===== config.mk =====
export PLATFORM = sky130hd
export DESIGN_NAME = gp_deadlock_reporter_flat
export DESIGN_NICKNAME = d
export VERILOG_FILES = /design/src/rtl/gp_dbg_pkg.sv /design/src/rtl/gp_deadlock_reporter_if.sv /design/src/rtl/gp_lsb_index.sv /design/src/rtl/gp_deadlock_reporter.sv /design/src/flat_wrapper.sv
export SDC_FILE = /design/constraint.sdc
export NUM_CORES = 1
export LEC_CHECK = 0
export ABC_AREA = 1
export BUFFER_PORTS_ARGS = -buffer_cell sky130_fd_sc_hd__buf_2
export CORE_UTILIZATION = 50
export CTS_CLUSTER_SIZE = 25
export DETAILED_ROUTE_END_ITERATION = 6
export PLACE_DENSITY = 0.7
export REMOVE_ABC_BUFFERS = 1
export SYNTH_ARGS = -nofsm -noshare
export SYNTH_HDL_FRONTEND = slang
export SYNTH_SLANG_ARGS = --single-unit

===== constraint.sdc =====
create_clock -name clock -period 3.65 [get_ports clock]
set_input_delay 0.365 -clock clock [delete_from_list [all_inputs] [get_ports clock]]
set_output_delay 0.365 -clock clock [all_outputs]
set_load 0.01 [all_outputs]

===== src/rtl/gp_dbg_pkg.sv =====
// Shared types for the deadlock reporter: FSM states, defaults
// and the report record layout.
package gp_dbg_pkg;

    typedef enum logic [1:0] {
        IDLE,
        CONFIRM,
        REPORT,
        HOLD
    } dl_state_e;

    localparam int NUM_MON_DEF        = 4;
    localparam int ID_W_DEF           = 2;
    localparam int CONFIRM_CYCLES_DEF = 16;
    localparam int TS_W_DEF           = 32;

    typedef struct packed {
        logic [NUM_MON_DEF-1:0] mask;
        logic [ID_W_DEF-1:0]    mon_id;
        logic [TS_W_DEF-1:0]    timestamp;
    } rpt_rec_t;

endpackage


===== src/rtl/gp_deadlock_reporter_if.sv =====
// Report record channel: valid/ready plus the latched mask,
// lowest monitor index and confirmation timestamp.
interface gp_deadlock_reporter_if #(
    parameter int NUM_MON = 4,
    parameter int ID_W    = 2,
    parameter int TS_W    = 32
);
    logic               rpt_valid;
    logic               rpt_ready;
    logic [NUM_MON-1:0] rpt_mask;
    logic [ID_W-1:0]    rpt_mon_id;
    logic [TS_W-1:0]    rpt_timestamp;

    modport master (
        output rpt_valid,
        output rpt_mask,
        output rpt_mon_id,
        output rpt_timestamp,
        input  rpt_ready
    );

    modport slave (
        input  rpt_valid,
        input  rpt_mask,
        input  rpt_mon_id,
        input  rpt_timestamp,
        output rpt_ready
    );
endinterface


===== src/rtl/gp_lsb_index.sv =====
// Priority encoder: index of the lowest set bit, plus an any-set flag.
module gp_lsb_index
    import gp_dbg_pkg::*;
#(
    parameter int NUM_MON = 4,
    parameter int ID_W    = 2
) (
    input  logic [NUM_MON-1:0] vec,
    output logic [ID_W-1:0]    idx,
    output logic               any
);

    always_comb begin
        idx = '0;
        for (int i = NUM_MON - 1; i >= 0; i--) begin
            if (vec[i]) idx = ID_W'(i);
        end
    end

    assign any = |vec;

endmodule


===== src/rtl/gp_deadlock_reporter.sv =====
// Confirms persistent monitor block masks and issues one report per episode.
// Define GP_DEADLOCK_AUTO_REARM_EN to let HOLD rearm after 2 idle cycles.
module gp_deadlock_reporter
    import gp_dbg_pkg::*;
#(
    parameter int NUM_MON        = 4,
    parameter int CONFIRM_CYCLES = CONFIRM_CYCLES_DEF,
    parameter int TS_W           = TS_W_DEF,
    parameter int ID_W           = (NUM_MON > 1) ? $clog2(NUM_MON) : 1
) (
    input  logic                   clock,
    input  logic                   reset_n,
    input  logic [NUM_MON-1:0]     mon_block,
    input  logic                   clear,
    gp_deadlock_reporter_if.master rpt,
    output logic                   deadlock
);

    localparam int CNT_W = $clog2(CONFIRM_CYCLES + 1);
    localparam logic [CNT_W-1:0] CNT_HIT = CNT_W'(CONFIRM_CYCLES);
    localparam logic [CNT_W-1:0] CNT_MAX = '1;

    dl_state_e          state_q, state_d;
    logic [CNT_W-1:0]   cnt_q, cnt_d;
    logic [NUM_MON-1:0] s_mask_q, s_mask_d;
    logic [NUM_MON-1:0] cand_q, cand_d;
    logic [ID_W-1:0]    cand_id_q, cand_id_d;
    logic [TS_W-1:0]    ts_q, ts_d;
    logic               valid_q, valid_d;
    logic               dead_q, dead_d;
    logic [NUM_MON-1:0] mask_q, mask_d;
    logic [ID_W-1:0]    id_q, id_d;
    logic [TS_W-1:0]    tsr_q, tsr_d;
`ifdef GP_DEADLOCK_AUTO_REARM_EN
    logic               zero_q, zero_d;
`endif

    logic [ID_W-1:0]    s_id;
    logic               s_any;

    // Candidate index is encoded whenever the candidate is loaded.
    gp_lsb_index #(
        .NUM_MON (NUM_MON),
        .ID_W    (ID_W)
    ) u_lsb (
        .vec (s_mask_q),
        .idx (s_id),
        .any (s_any)
    );

    always_comb begin
        state_d   = state_q;
        cnt_d     = cnt_q;
        s_mask_d  = mon_block;
        cand_d    = cand_q;
        cand_id_d = cand_id_q;
        ts_d      = ts_q + TS_W'(1);
        valid_d   = valid_q;
        dead_d    = dead_q;
        mask_d    = mask_q;
        id_d      = id_q;
        tsr_d     = tsr_q;
`ifdef GP_DEADLOCK_AUTO_REARM_EN
        zero_d    = zero_q;
`endif
        unique case (state_q)
            IDLE: begin
                if (s_any) begin
                    cnt_d     = CNT_W'(1);
                    cand_d    = s_mask_q;
                    cand_id_d = s_id;
                    state_d   = CONFIRM;
                end
            end
            CONFIRM: begin
                if (cnt_q == CNT_HIT) begin
                    mask_d  = cand_q;
                    id_d    = cand_id_q;
                    tsr_d   = ts_q;
                    valid_d = 1'b1;
                    dead_d  = 1'b1;
                    state_d = REPORT;
                end else if (!s_any) begin
                    cnt_d   = '0;
                    state_d = IDLE;
                end else if (s_mask_q == cand_q) begin
                    if (cnt_q != CNT_MAX) cnt_d = cnt_q + CNT_W'(1);
                end else begin
                    cnt_d     = CNT_W'(1);
                    cand_d    = s_mask_q;
                    cand_id_d = s_id;
                end
            end
            REPORT: begin
                if (rpt.rpt_ready) begin
                    valid_d = 1'b0;
                    state_d = HOLD;
`ifdef GP_DEADLOCK_AUTO_REARM_EN
                    zero_d  = 1'b0;
`endif
                end
            end
            HOLD: begin
`ifdef GP_DEADLOCK_AUTO_REARM_EN
                if (s_any) begin
                    zero_d = 1'b0;
                end else if (zero_q) begin
                    zero_d  = 1'b0;
                    dead_d  = 1'b0;
                    cnt_d   = '0;
                    state_d = IDLE;
                end else begin
                    zero_d = 1'b1;
                end
`endif
            end
            default: state_d = IDLE;
        endcase
        // Software clear wins over acceptance and confirmation.
        if (clear) begin
            state_d = IDLE;
            dead_d  = 1'b0;
            valid_d = 1'b0;
            cnt_d   = '0;
`ifdef GP_DEADLOCK_AUTO_REARM_EN
            zero_d  = 1'b0;
`endif
        end
    end

    always_ff @(posedge clock or negedge reset_n) begin
        if (!reset_n) begin
            state_q   <= IDLE;
            cnt_q     <= '0;
            s_mask_q  <= '0;
            cand_q    <= '0;
            cand_id_q <= '0;
            ts_q      <= '0;
            valid_q   <= 1'b0;
            dead_q    <= 1'b0;
            mask_q    <= '0;
            id_q      <= '0;
            tsr_q     <= '0;
`ifdef GP_DEADLOCK_AUTO_REARM_EN
            zero_q    <= 1'b0;
`endif
        end else begin
            state_q   <= state_d;
            cnt_q     <= cnt_d;
            s_mask_q  <= s_mask_d;
            cand_q    <= cand_d;
            cand_id_q <= cand_id_d;
            ts_q      <= ts_d;
            valid_q   <= valid_d;
            dead_q    <= dead_d;
            mask_q    <= mask_d;
            id_q      <= id_d;
            tsr_q     <= tsr_d;
`ifdef GP_DEADLOCK_AUTO_REARM_EN
            zero_q    <= zero_d;
`endif
        end
    end

    assign rpt.rpt_valid     = valid_q;
    assign rpt.rpt_mask      = mask_q;
    assign rpt.rpt_mon_id    = id_q;
    assign rpt.rpt_timestamp = tsr_q;
    assign deadlock          = dead_q;

endmodule


===== src/flat_wrapper.sv =====
// flat-port wrapper written by rule: the top's interface ports become plain ports
module gp_deadlock_reporter_flat import gp_dbg_pkg::*;
#(
    parameter int NUM_MON        = 4,
    parameter int CONFIRM_CYCLES = CONFIRM_CYCLES_DEF,
    parameter int TS_W           = TS_W_DEF,
    parameter int ID_W           = (NUM_MON > 1) ? $clog2(NUM_MON) : 1
)
  (clock, reset_n, mon_block, clear, deadlock, rpt_rpt_valid, rpt_rpt_mask, rpt_rpt_mon_id, rpt_rpt_timestamp, rpt_rpt_ready);
  gp_deadlock_reporter_if #(.NUM_MON(NUM_MON), .ID_W(ID_W), .TS_W(TS_W)) rpt_i ();
  input  logic clock;
  input  logic reset_n;
  input  logic [NUM_MON-1:0] mon_block;
  input  logic clear;
  output logic deadlock;
  output wire logic [$bits(rpt_i.rpt_valid)-1:0] rpt_rpt_valid;
  output wire logic [$bits(rpt_i.rpt_mask)-1:0] rpt_rpt_mask;
  output wire logic [$bits(rpt_i.rpt_mon_id)-1:0] rpt_rpt_mon_id;
  output wire logic [$bits(rpt_i.rpt_timestamp)-1:0] rpt_rpt_timestamp;
  input wire logic [$bits(rpt_i.rpt_ready)-1:0] rpt_rpt_ready;
  assign rpt_rpt_valid = rpt_i.rpt_valid;
  assign rpt_rpt_mask = rpt_i.rpt_mask;
  assign rpt_rpt_mon_id = rpt_i.rpt_mon_id;
  assign rpt_rpt_timestamp = rpt_i.rpt_timestamp;
  assign rpt_i.rpt_ready = rpt_rpt_ready;
  gp_deadlock_reporter #(.NUM_MON(NUM_MON), .CONFIRM_CYCLES(CONFIRM_CYCLES), .TS_W(TS_W), .ID_W(ID_W)) u_core (.clock(clock), .reset_n(reset_n), .mon_block(mon_block), .clear(clear), .rpt(rpt_i), .deadlock(deadlock));
endmodule

-- Word level (Yosys, flattened, before mapping)
Cells that the tools add are included.
W data, S select, Z words.
- bits in registers: 89
- output and inout bits: 40
- reduce and logical (&&, ||, !) cells: 14
- multiplexer cells: 33
- equal/unequal tests: 15
- $add $sub $neg: 2
- operator list (operator ; count):
    $add A32 B1 Y32 const B ; 1
    $mux W5 ; 6
    $mux W2 ; 13
    $mux W4 ; 4
    $ne A5 B5 Y1 const B ; 2
    $pmux W5 S2 ; 1
    $pmux W4 S2 ; 1
    $reduce_and A4 Y1 ; 2
    $ne A3 B2 Y1 const B ; 2
    $ne A3 B3 Y1 const B ; 2
    $pmux W2 S3 ; 1
    $reduce_bool A2 Y1 ; 3
    $reduce_bool A3 Y1 ; 2
    $add A5 B1 Y5 const B ; 1
    $eq A5 B5 Y1 const B ; 1
    $mux W1 ; 5
    $reduce_and A5 Y1 ; 1
    $eq A4 B4 Y1 ; 1
    $ne A2 B1 Y1 const B ; 2
    $ne A2 B2 Y1 const B ; 2
    $ne A4 B4 Y1 const B ; 1
    $pmux W2 S2 ; 1
    $reduce_and A2 Y1 ; 2
    $reduce_bool A4 Y1 ; 1
    6 further kinds ; 6

-- Logic depth before layout (Yosys ltp)
- depth after elaboration: 8
- mapped depth: 11
- depth with buffers taken out: 11

-- Modules after synthesis
Synthesis repeated with hierarchy kept, for this count alone.
- cell total of the unflattened synthesis: 472
- area total of the unflattened synthesis: 4091.4 sq um
- modules (own cells, without submodules) (module ; cells an instance ; area an instance (sq um) ; instances):
    gp_deadlock_reporter ; 463 ; 4045.1 ; 1
    gp_lsb_index ; 9 ; 46.3 ; 1

-- Worst setup path after synthesis
Ideal clock, no wire load.
- kind: register to register
- from: register u_core.state_q[1]
- to: register u_core.cnt_q[3]
- slack: 2.107 ns
- setup time: 0.113 ns
- required time: 3.537 ns
- stages on the path, launching flop included: 12
- data arrival time: 1.430 ns
- cell sequence: dfrtp_1 inv_1 ha_1 inv_2 a21oi_1 nand3_1 nor2_2 nand3_1 nand2_2 nand2_1 nand2_1 inv_1
- word-level cells in the longest chain between the ends: 3
- elaborated cells between the ends (all ways): 9
- classes of those cells: 4 x eq/ne; 2 x mux; 3 x reduce/logical
- RTL lines (item ; RTL line ; RTL):
    start: declaration ; gp_deadlock_reporter.sv:23 ; dl_state_e state_q, state_d;
    start signal: assignment ; gp_deadlock_reporter.sv:148 ; state_q <= state_d;
    $eq A2 B1 Y1 / $logic_not A2 Y1 (equally long branches) ; gp_deadlock_reporter.sv:66 ; unique case (state_q)
    $ne A5 B5 Y1 (no source line), or another cell as far along ; - ;
    $reduce_and A4 Y1 (no source line) / $mux W5 (equally long branches) ; - ;
    end signal: assignment ; gp_deadlock_reporter.sv:149 ; cnt_q <= cnt_d;
    end: declaration ; gp_deadlock_reporter.sv:24 ; logic [CNT_W-1:0] cnt_q, cnt_d;
Parallel ways exist; a longest one is shown, timed or not.
A chain may end at the register's enable or synchronous reset.

-- Worst setup path after layout
- from: register u_core.state_q[1]
- to: register u_core.mask_q[2] (netlist: u_core.rpt.rpt_mask[2])
- word-level cells in the longest chain between the ends: 2
- RTL lines (item ; RTL line ; RTL):
    $eq A2 B1 Y1 ; gp_deadlock_reporter.sv:66 ;
    $reduce_and A2 Y1 (no source line) ; - ;
    end signal: assignment ; gp_deadlock_reporter.sv:156 ; mask_q <= mask_d;
    end: declaration ; gp_deadlock_reporter.sv:31 ; logic [NUM_MON-1:0] mask_q, mask_d;
No other way between the ends.

==> metrics.yaml <==
outcome: "finished clean"
finalCritPeriodShare_pct: 54.7
routed_wl_um: 7770
rows: 32
synth_common_cells: "nand2_1 (158), dfrtp_1 (89), nor2_1 (37)"
syn_inst: 458
via_count: 3044
cp.arrival_ns: 2.21
async_flop_share_pct: 100
synth_top_area_share_pct: 54.4
synth_warnings: 0
slew_headroom_pct: 44.7
p_leak_nw: 2.44
synthFlopType: "dfrtp_1"
setup_tns_ns: 0
io_pins: 48
drive_above_1_share_pct: 19.5
dpl.hpwl_um: 5540
fillers: 695
synth.area.top_cells: "dfrtp_1 (54%), nand2_1 (14%), xor2_1 (4.3%)"
finalHoldViolCount: 0
via_per_inst: 4.94
avgSynthCellArea_um2: 8.93
cts_root_buf: "clkbuf_8"
cts_max_path_buffers: 2
numCtsBuffers: 9
r2r.worst_path.cells: 8
finalCriticalPeriod_ns: 2.00
multi_input_area_um2: 1660
fin_worst_skew_ns: 0.0102
vdd_ir_drop_max_v: 0.000178
netlist_area_um2: 4090
slew_viol_final: 0
rsz0062_at_grt: "no"
fp.dieH_um: 92.5
max_freq_ghz: 0.500
worst_pin_slew_ns: 0.829
cts.htree.levels: 3
grt_pass1_wl_um: 13600
post_cts_buffers: 0
fin_util_pct: 59.0
setup.worst_path.class: "flip-flop to flip-flop"
path_max_fanout: 51
start_util_pct: 52.4
grt_pass1_vias: 3047
die_x_um: 92.5
worstPathRequired_ns: 3.86
diodes: 0
ant_nets: 0
grtUsageTotal_pct: 20.3
cts_tree: "done"
crit_path_end_kind: "flip-flop"
seq_area_frac_synth_pct: 54.4
clock_latency_ns: 0.35
drt_first_iter_violations: 145
r2r_slack_ns: 1.65
cts_resized: 0
setup_viol: 0
ctsHoldBuffers: 0
cts.clk_slew.worst_paths_ns: 0.09
synth_top_area_cell: "dfrtp_1"
io_buffers: 47
register_area_um2: 2230
syn_to_final_growth_pct: 12.7
gp_congestion: 0.864
crit_path_start_kind: "flip-flop"
grt_max_degree: 70
drc_errors: 0
synth_edf_count: 0
fin_nets: 524
maxCapViolCount: 0
synth_most_common_cell: "nand2_1"
wl_per_cell_um: 12.6
synth_seq_cells: 89
dr.pass1.iters: 4
r2r-end: "u_core.rpt.rpt_mask[2]"
die_area_um2: 8550
antenna_found_initial: 0
crit_path_end: "u_core.rpt.rpt_mask[2]"
powerDensity_nw_per_um2: 425
yosysUniqueCellTypes: 32
hold_class: "primary input to async pin"
grt_overflow: 0
cts.sinks: 89
reg2reg_from: "u_core.state_q[1]"
core-area_um2: 7810
crit_start: "u_core.state_q[1]"
-- routing by layer --
| layer | routed length (um) | GRT usage [%] | part of all wire (%) | vias up |
|---|---|---|---|---|
| met1 | 3670 | 25.5 | 47 | 1439 |
| met5 | 0 | 0 | 0 | - |
| met3 | 263 | 4.68 | 3.4 | 13 |
| met4 | 139 | 7.42 | 1.8 | 0 |
| li1 | - | - | - | 1530 |
| met2 | 3700 | 34.2 | 48 | 62 |
-- layout make-up --
class                   count  share of cell area (%)
repair buffers             49                    5.48
flip-flops and latches     89                    48.3
clock buffers              11                    3.28
well taps                 102                    2.77
multi-input cells         319                    36.0
inverters                  41                    3.34
clock inverters             5                   0.814
-- logic make-up (layout without fill, tap and decap cells) --
| family | after synthesis | count (layout) | share of synthesized area [%] |
|---|---|---|---|
| simple gates | 249 | 249 | 27.6 |
| flops | 89 | 89 | 54.4 |
| buf+inv | 50 | 106 | 5.02 |
| compound gates | 32 | 32 | 4.19 |
| xor+xnor | 31 | 31 | 6.64 |
| fa+ha+maj | 7 | 7 | 2.14 |
-- metrics by stage --
stage,instances,setup WS (ns),power (W),area [um2],hold WS (ns)
after floorplan,449,1.56,0.00126,4040,0.0694
after global placement,600,1.74,0.00132,4420,0.451
after detailed placement,600,1.58,0.00134,4420,0.457
after CTS,616,1.60,0.00198,4610,0.0931
after global routing,616,1.39,0.00206,4610,0.0930
final,616,1.65,0.00196,4610,0.108
-- critical path, cell delays in order, from the launching register on --
cell and delay (ns):
dfrtp_1 0.41, inv_1 0.08, ha_1 0.22, inv_2 0.06, nor2_2 0.11, buf_4 0.32
inv_2 0.39, nand2_1 0.15, o21ai_0 0.09
-- sequential cells by signal, summed over array words and instances (netlist names), 2 cells and up --
signal,flops
u_core.rpt.rpt_mon_id,2
u_core.rpt.rpt_timestamp,32
u_core.cand_q,4
u_core.cand_id_q,2
u_core.rpt.rpt_mask,4
u_core.ts_q,32
u_core.s_mask_q,4
u_core.state_q,2
u_core.cnt_q,5
-- how the worst min path moves through the flow --
stage / slack [ns] / end / startpoint
6_report: 0.11 / u_core.rpt.rpt_mask[1] / reset_n
2_1_floorplan: 0.07 / u_core.cand_id_q[0] / reset_n
5_1_grt: 0.09 / u_core.s_mask_q[3] / mon_block[3]
4_1_cts: 0.09 / u_core.s_mask_q[0] / mon_block[0]
3_5_place_dp: 0.46 / u_core.rpt.rpt_timestamp[18] / u_core.rpt.rpt_timestamp[18]
3_3_place_gp: 0.45 / u_core.rpt.rpt_timestamp[10] / u_core.rpt.rpt_timestamp[10]
-- placed cells by master (no fill, tap or decap), types with 2 or more instances in the layout --
master	n
a21oi_1	2
buf_2	46
buf_4	3
clkbuf_8	11
clkinvlp_4	2
dfrtp_1	89
ha_1	7
inv_1	34
inv_2	7
nand2_1	158
nand2_2	3
nand2_4	2
nand3_1	12
nand3_2	4
nand4_1	9
nor2_1	37
nor2_2	7
nor2_4	4
nor3_1	4
nor3_2	4
o21ai_0	17
o21ai_1	9
xnor2_1	11
xor2_1	20
-- report_power, final --
group	internal, W	total [W]	switching, W
Combinational	0.0000790	0.000248	0.000169
Sequential	0.00104	0.00107	0.0000376
Clock	0.000287	0.000639	0.000351
Power figures use the tool's default switching activity.
